$ cat src/rtl/uart_rx_ctrl.sv
`default_nettype none
// ============================================================================
// Module      : uart_rx_ctrl
// Description : Oversample tick generator, data_ready/clr_ready handshake and
//               show-ahead receive FIFO with sticky overrun for a uart_rx core.
// Revision    : 1.0 - initial release
// ============================================================================
module uart_rx_ctrl #(
    parameter int DEPTH  = 16,
    parameter int ADDR_W = 4
) (
    input  logic              clk,
    input  logic              rst,
    input  logic              enable,
    input  logic [15:0]       baud_div,
    output logic              rx_en,
    input  logic [7:0]        rx_data,
    input  logic              rx_ready,
    output logic              clr_ready,
    input  logic              rd_en,
    output logic [7:0]        rd_data,
    output logic              empty,
    output logic              full,
    output logic [ADDR_W:0]   count,
    output logic              overrun,
    input  logic              ovr_clr
);

    localparam logic [ADDR_W:0] C_FULL_CNT = (ADDR_W+1)'(DEPTH);

    typedef enum logic [0:0] {
        S_IDLE = 1'b0,
        S_ACK  = 1'b1
    } state_t;

    state_t              state_q, state_d;
    logic [15:0]         tcnt_q, tcnt_d;
    logic                rx_en_q, rx_en_d;
    logic                clr_ready_q, clr_ready_d;
    logic [ADDR_W-1:0]   wr_ptr_q, wr_ptr_d;
    logic [ADDR_W-1:0]   rd_ptr_q, rd_ptr_d;
    logic [ADDR_W:0]     count_q, count_d;
    logic                overrun_q, overrun_d;
    logic [7:0]          mem [DEPTH];

    logic                w_push_req;
    logic                w_empty;
    logic                w_full;
    logic                w_pop;
    logic                w_push_ok;
    logic                w_drop;

    // Tick generator: >= compare so a shrinking divisor fires on the next edge.
    always_comb begin
        tcnt_d  = tcnt_q;
        rx_en_d = 1'b0;
        if (!enable) begin
            tcnt_d = 16'd0;
        end else if (tcnt_q >= baud_div) begin
            tcnt_d  = 16'd0;
            rx_en_d = 1'b1;
        end else begin
            tcnt_d = tcnt_q + 16'd1;
        end
    end

    always_comb begin
        state_d     = state_q;
        clr_ready_d = clr_ready_q;
        w_push_req  = 1'b0;
        case (state_q)
            S_IDLE: begin
                if (rx_ready) begin
                    w_push_req  = 1'b1;
                    clr_ready_d = 1'b1;
                    state_d     = S_ACK;
                end
            end
            S_ACK: begin
                if (!rx_ready) begin
                    clr_ready_d = 1'b0;
                    state_d     = S_IDLE;
                end
            end
            default: begin
                clr_ready_d = 1'b0;
                state_d     = S_IDLE;
            end
        endcase
    end

    // A push into a full FIFO is still accepted when a pop frees the head slot.
    always_comb begin
        w_empty   = (count_q == '0);
        w_full    = (count_q == C_FULL_CNT);
        w_pop     = rd_en && !w_empty;
        w_push_ok = w_push_req && (!w_full || w_pop);
        w_drop    = w_push_req && w_full && !w_pop;

        wr_ptr_d  = w_push_ok ? (wr_ptr_q + ADDR_W'(1)) : wr_ptr_q;
        rd_ptr_d  = w_pop     ? (rd_ptr_q + ADDR_W'(1)) : rd_ptr_q;

        count_d = count_q;
        case ({w_push_ok, w_pop})
            2'b10:   count_d = count_q + (ADDR_W+1)'(1);
            2'b01:   count_d = count_q - (ADDR_W+1)'(1);
            default: count_d = count_q;
        endcase

        overrun_d = overrun_q;
        if (w_drop) begin
            overrun_d = 1'b1;
        end else if (ovr_clr) begin
            overrun_d = 1'b0;
        end
    end

    always_ff @(posedge clk) begin
        if (rst) begin
            state_q     <= S_IDLE;
            tcnt_q      <= 16'd0;
            rx_en_q     <= 1'b0;
            clr_ready_q <= 1'b0;
            wr_ptr_q    <= '0;
            rd_ptr_q    <= '0;
            count_q     <= '0;
            overrun_q   <= 1'b0;
        end else begin
            state_q     <= state_d;
            tcnt_q      <= tcnt_d;
            rx_en_q     <= rx_en_d;
            clr_ready_q <= clr_ready_d;
            wr_ptr_q    <= wr_ptr_d;
            rd_ptr_q    <= rd_ptr_d;
            count_q     <= count_d;
            overrun_q   <= overrun_d;
        end
    end

    always_ff @(posedge clk) begin
        if (!rst && w_push_ok) begin
            mem[wr_ptr_q] <= rx_data;
        end
    end

    assign rx_en     = rx_en_q;
    assign clr_ready = clr_ready_q;
    assign rd_data   = mem[rd_ptr_q];
    assign empty     = w_empty;
    assign full      = w_full;
    assign count     = count_q;
    assign overrun   = overrun_q;

endmodule
`default_nettype wire

$ cat config.mk
export PLATFORM = sky130hd
export DESIGN_NAME = uart_rx_ctrl
export DESIGN_NICKNAME = d
export VERILOG_FILES = /design/src/rtl/uart_rx_ctrl.sv
export SDC_FILE = /design/constraint.sdc
export NUM_CORES = 1
export LEC_CHECK = 0
export CORE_UTILIZATION = 50
export CTS_CLUSTER_SIZE = 25
export DETAILED_ROUTE_END_ITERATION = 16
export DONT_BUFFER_PORTS = 1
export GPL_TIMING_DRIVEN = 0
export PLACE_DENSITY_LB_ADDON = 0.25
export SKIP_LAST_GASP = 1
export SYNTH_ARGS = -nofsm -noshare
export SYNTH_HDL_FRONTEND = slang
export SYNTH_SLANG_ARGS = --single-unit
$ cat constraint.sdc
create_clock -name clk -period 3.8 [get_ports clk]
set_clock_uncertainty 0.1 [all_clocks]
set_input_delay 0.57 -clock clk [delete_from_list [all_inputs] [get_ports clk]]
set_output_delay 0.57 -clock clk [all_outputs]
set_load 0.05 [all_outputs]
==> run_results.csv <==
group,metric,value,unit
critical_path,path_max_fanout,10,
cts,numCtsBuffers,17,
sta,final-max-slew-violation-count,0,
critical_path,list_of_cells_traversed_by_the_critical_path,"buf_1, mux4_2, mux4_2",
routing,routedLengthMet1,5640,um
sta,unrepaired_setup_endpoints_after_global_routing,"false",
cts,cts_max_path_buffers,2,
grt,groute.usage.overall,20.8,%
critical_path,worst_path_largest_cell_delay,0.65,ns
cts,cts_root_buffer,"clkbuf_16",
power_and_ir_drop,switching_share_of_total_power,26.7,%
critical_path,crit_path_top_delay_cell,"mux4_2",
critical_path,cp-start-kind,"flop",
synth,ys_seq_elements,165,
place,finalWeightedCongestion,0.829,
layout,fin_nets,516,
synth,synth.cell_area,6960,um^2
synth,synthDominantAreaCellType,"edfxtp_1",
sta,timing_hold_violations_final,0,
layout,most_used_cells_in_the_layout_excluding_fill_and_tap_cells,"128 x edfxtp_1, 62 x nor2_1, 40 x mux4_2",
synth,ys.flop_type,"edfxtp_1",
floorplan,top_level_ports,48,
critical_path,critical_path_required,3.13,ns
synth,ys_types,52,
cts,postCtsResizedCells,0,
routing,detailroute.via_count,3727,
critical_path,critical_path.endpoint_type,"output pin",
floorplan,die_footprint,14400,um^2
sta,max_slew_margin_vs_limit,35.4,%
synth,yosys-top-cells-area,"edfxtp_1 55%, mux4_2 13%, dfxtp_1 11%",
layout,post_route_cells_drive_above_1_share,17.5,%
place,dp.final_hpwl,9160,um
sta,min_tclk_post_route,3.20,ns
layout,seq_area,4580,um^2
routing,post_drt_wl_per_cell,20.8,um
layout,n_fill_cell,1026,
power_and_ir_drop,power.switching,1.24,mW
synth,synth_enable_flop_cells,128,
routing,drt.antenna.violating_nets,0,
routing,drt_pass1_iterations,5,
layout,num_antenna_cells,0,
cts,cts-htree-levels,4,
layout,multi_input_area,2200,um^2
outcome,outcome,"finished clean",
power_and_ir_drop,share_comb_of_total_power,17.7,%
cts,cts_post_setup_buffers_inserted,0,
place,placedCellCount,619,
sta,final.period_utilization,84.2,%
floorplan,die_x,120,um
synth,synth_top_area_share,55.2,%
sta,max_clock_freq,313,MHz
sta,max_slew.worst_pin.slew,0.965,ns
floorplan,rows,42,
power_and_ir_drop,internal,3.42,mW
power_and_ir_drop,clockPowerShare,37.4,%
grt,first_global_vias,3864,
run,cap_violations,0,
floorplan,fp.dieH,120,um
cts,clock_insertion_delay_worst_skew,0.41,ns
power_and_ir_drop,vdd_drop_max,0.000427,V
grt,antenna_found_initial,0,
floorplan,core,13400,um^2
cts,cts.sink_count,165,
sta,setup_viol,0,
layout,fin_cells,651,
floorplan,initial_core_utilization,52.0,%
critical_path,critPathArrivalTime,2.53,ns
layout,area_growth_syn_to_layout,11.9,%
critical_path,timing.critical_path.mode_cell,"mux4_2",
synth,synth_async_sr_flop_share,0,%
routing,drc,0,
cts,cts_hold_buf,0,
critical_path,timing.setup.critical_path_class,"reg -> out",
synth,synth_fp_nets,497,
grt,grt-ovfl-total,0,
sta,postLayoutSetupSlackWorst,0.602,ns
grt,grt_pass1_wl,21300,um
cts,cts_tree,"built",
hold_path,worst_hold_path_type,"in -> reg",
power_and_ir_drop,cellLeakagePower,2.64,nW
layout,layout_commonest_cell,"edfxtp_1",
routing,routed-wl-met3,976,um
place,pre_cts_ws,0.643,ns
routing,wl,13500,um
routing,top_layer,"met4",
routing,route.met2.wl,6800,um
synth,postSynthCellCount,443,
cts,clk_pin_slew,0.06,ns
routing,drt-initial-drc-count,299,
synth,synthesis.yosys.warnings,0,
synth,synth_sequential_area_ratio,65.8,%
synth,avgSynthCellArea,15.7,um^2
grt,grt_start_max_net_pins,17,
routing,route.detailed.vias_per_inst,5.73,
power_and_ir_drop,power_density,598,nW/um^2
place,io_buffer_count,0,
critical_path,r2r_setup_slack,0.63,ns
power_and_ir_drop,seqPwrFrac,44.9,%
sta,setup_total_negative_slack,0,ns
[registers in the layout (all words and copies together) (netlist names), named ones only]
register / flops
clr_ready: 1
mem: 128
overrun: 1
rd_ptr_q: 4
tcnt_q: 16
rx_en: 1
state_q: 1
count: 5
wr_ptr_q: 4
[metal layers]
metal,GRT usage [%],up-vias
li1,-,1729
met1,25.7,1857
met2,34.5,129
met3,7.03,12
met4,6.41,0
met5,0,-
[layout make-up]
| type | instances | share of cell area [%] |
|---|---|---|
| Clock inverter | 15 | 2.39 |
| Inverter | 24 | 1.16 |
| Sequential cell | 165 | 58.8 |
| Buffer | 16 | 1.12 |
| Tap cell | 176 | 2.82 |
| Multi-Input combinational cell | 238 | 28.2 |
| Clock buffer | 17 | 5.46 |
[logic make-up (layout without fill, tap and decap cells)]
kind of cell,after synthesis,after routing,share of synthesized area (%)
mux,42,42,13.2
xor+xnor,23,23,2.89
buf+inv,40,72,2.55
simple gates,116,116,8.01
fa+ha+maj,24,24,4.31
flops,165,165,65.8
compound gates,33,33,3.18
[synthesized netlist by cell type (all sizes together), types with 2 or more instances]
cell / n
nand3: 8
nand2b: 2
nor4: 2
nor3: 4
buf: 11
clkbuf: 5
dfxtp: 37
o21ai: 5
nand4: 10
xor2: 14
mux4: 40
mux2i: 2
edfxtp: 128
nand2: 15
ha: 24
nor2: 62
a21oi: 11
xnor2: 9
a2111oi: 2
and3: 3
a31oi: 2
inv: 24
[stage by stage]
stage	instance area (um^2)	total power [mW]	util [%]	hold WS, ns
6_report	7800	4.66	58.2	0.141
5_1_grt	7800	4.84	58.2	0.123
4_1_cts	7800	4.71	58.2	0.123
3_5_place_dp	7180	2.96	53.6	0.366
3_3_place_gp	7180	2.95	53.6	0.357
2_1_floorplan	6960	2.80	-	0.341
[power by group through the flow]
stage,clock (mW),sequential (mW),combinational [mW]
after global routing,1.85,2.10,0.890
final,1.75,2.09,0.826
after global placement,0,2.13,0.816
after floorplan,0,2.12,0.685
after detailed placement,0,2.13,0.833
after CTS,1.78,2.09,0.835
[critical path: cells and delay by family, from the launching register on]
kind / cells / cell delay [ns]
mux: 2 / 1.12
buf+inv: 1 / 0.55
flops: 1 / 0.43
[worst paths after layout]
| path | start | end | cells after the start |
|---|---|---|---|
| worst max-delay path | flop | rd_data[5] | 3 |
| worst min-delay path | rd_en | count[4]$_SDFFE_PP0P_ | 1 |
| worst max register to register | count[1]$_SDFFE_PP0P_ | count[4]$_SDFFE_PP0P_ | 10 |
| worst min register to register | tcnt_q[0]$_SDFF_PP0_ | tcnt_q[0]$_SDFF_PP0_ | 1 |
(Power assumes the default switching activity.)
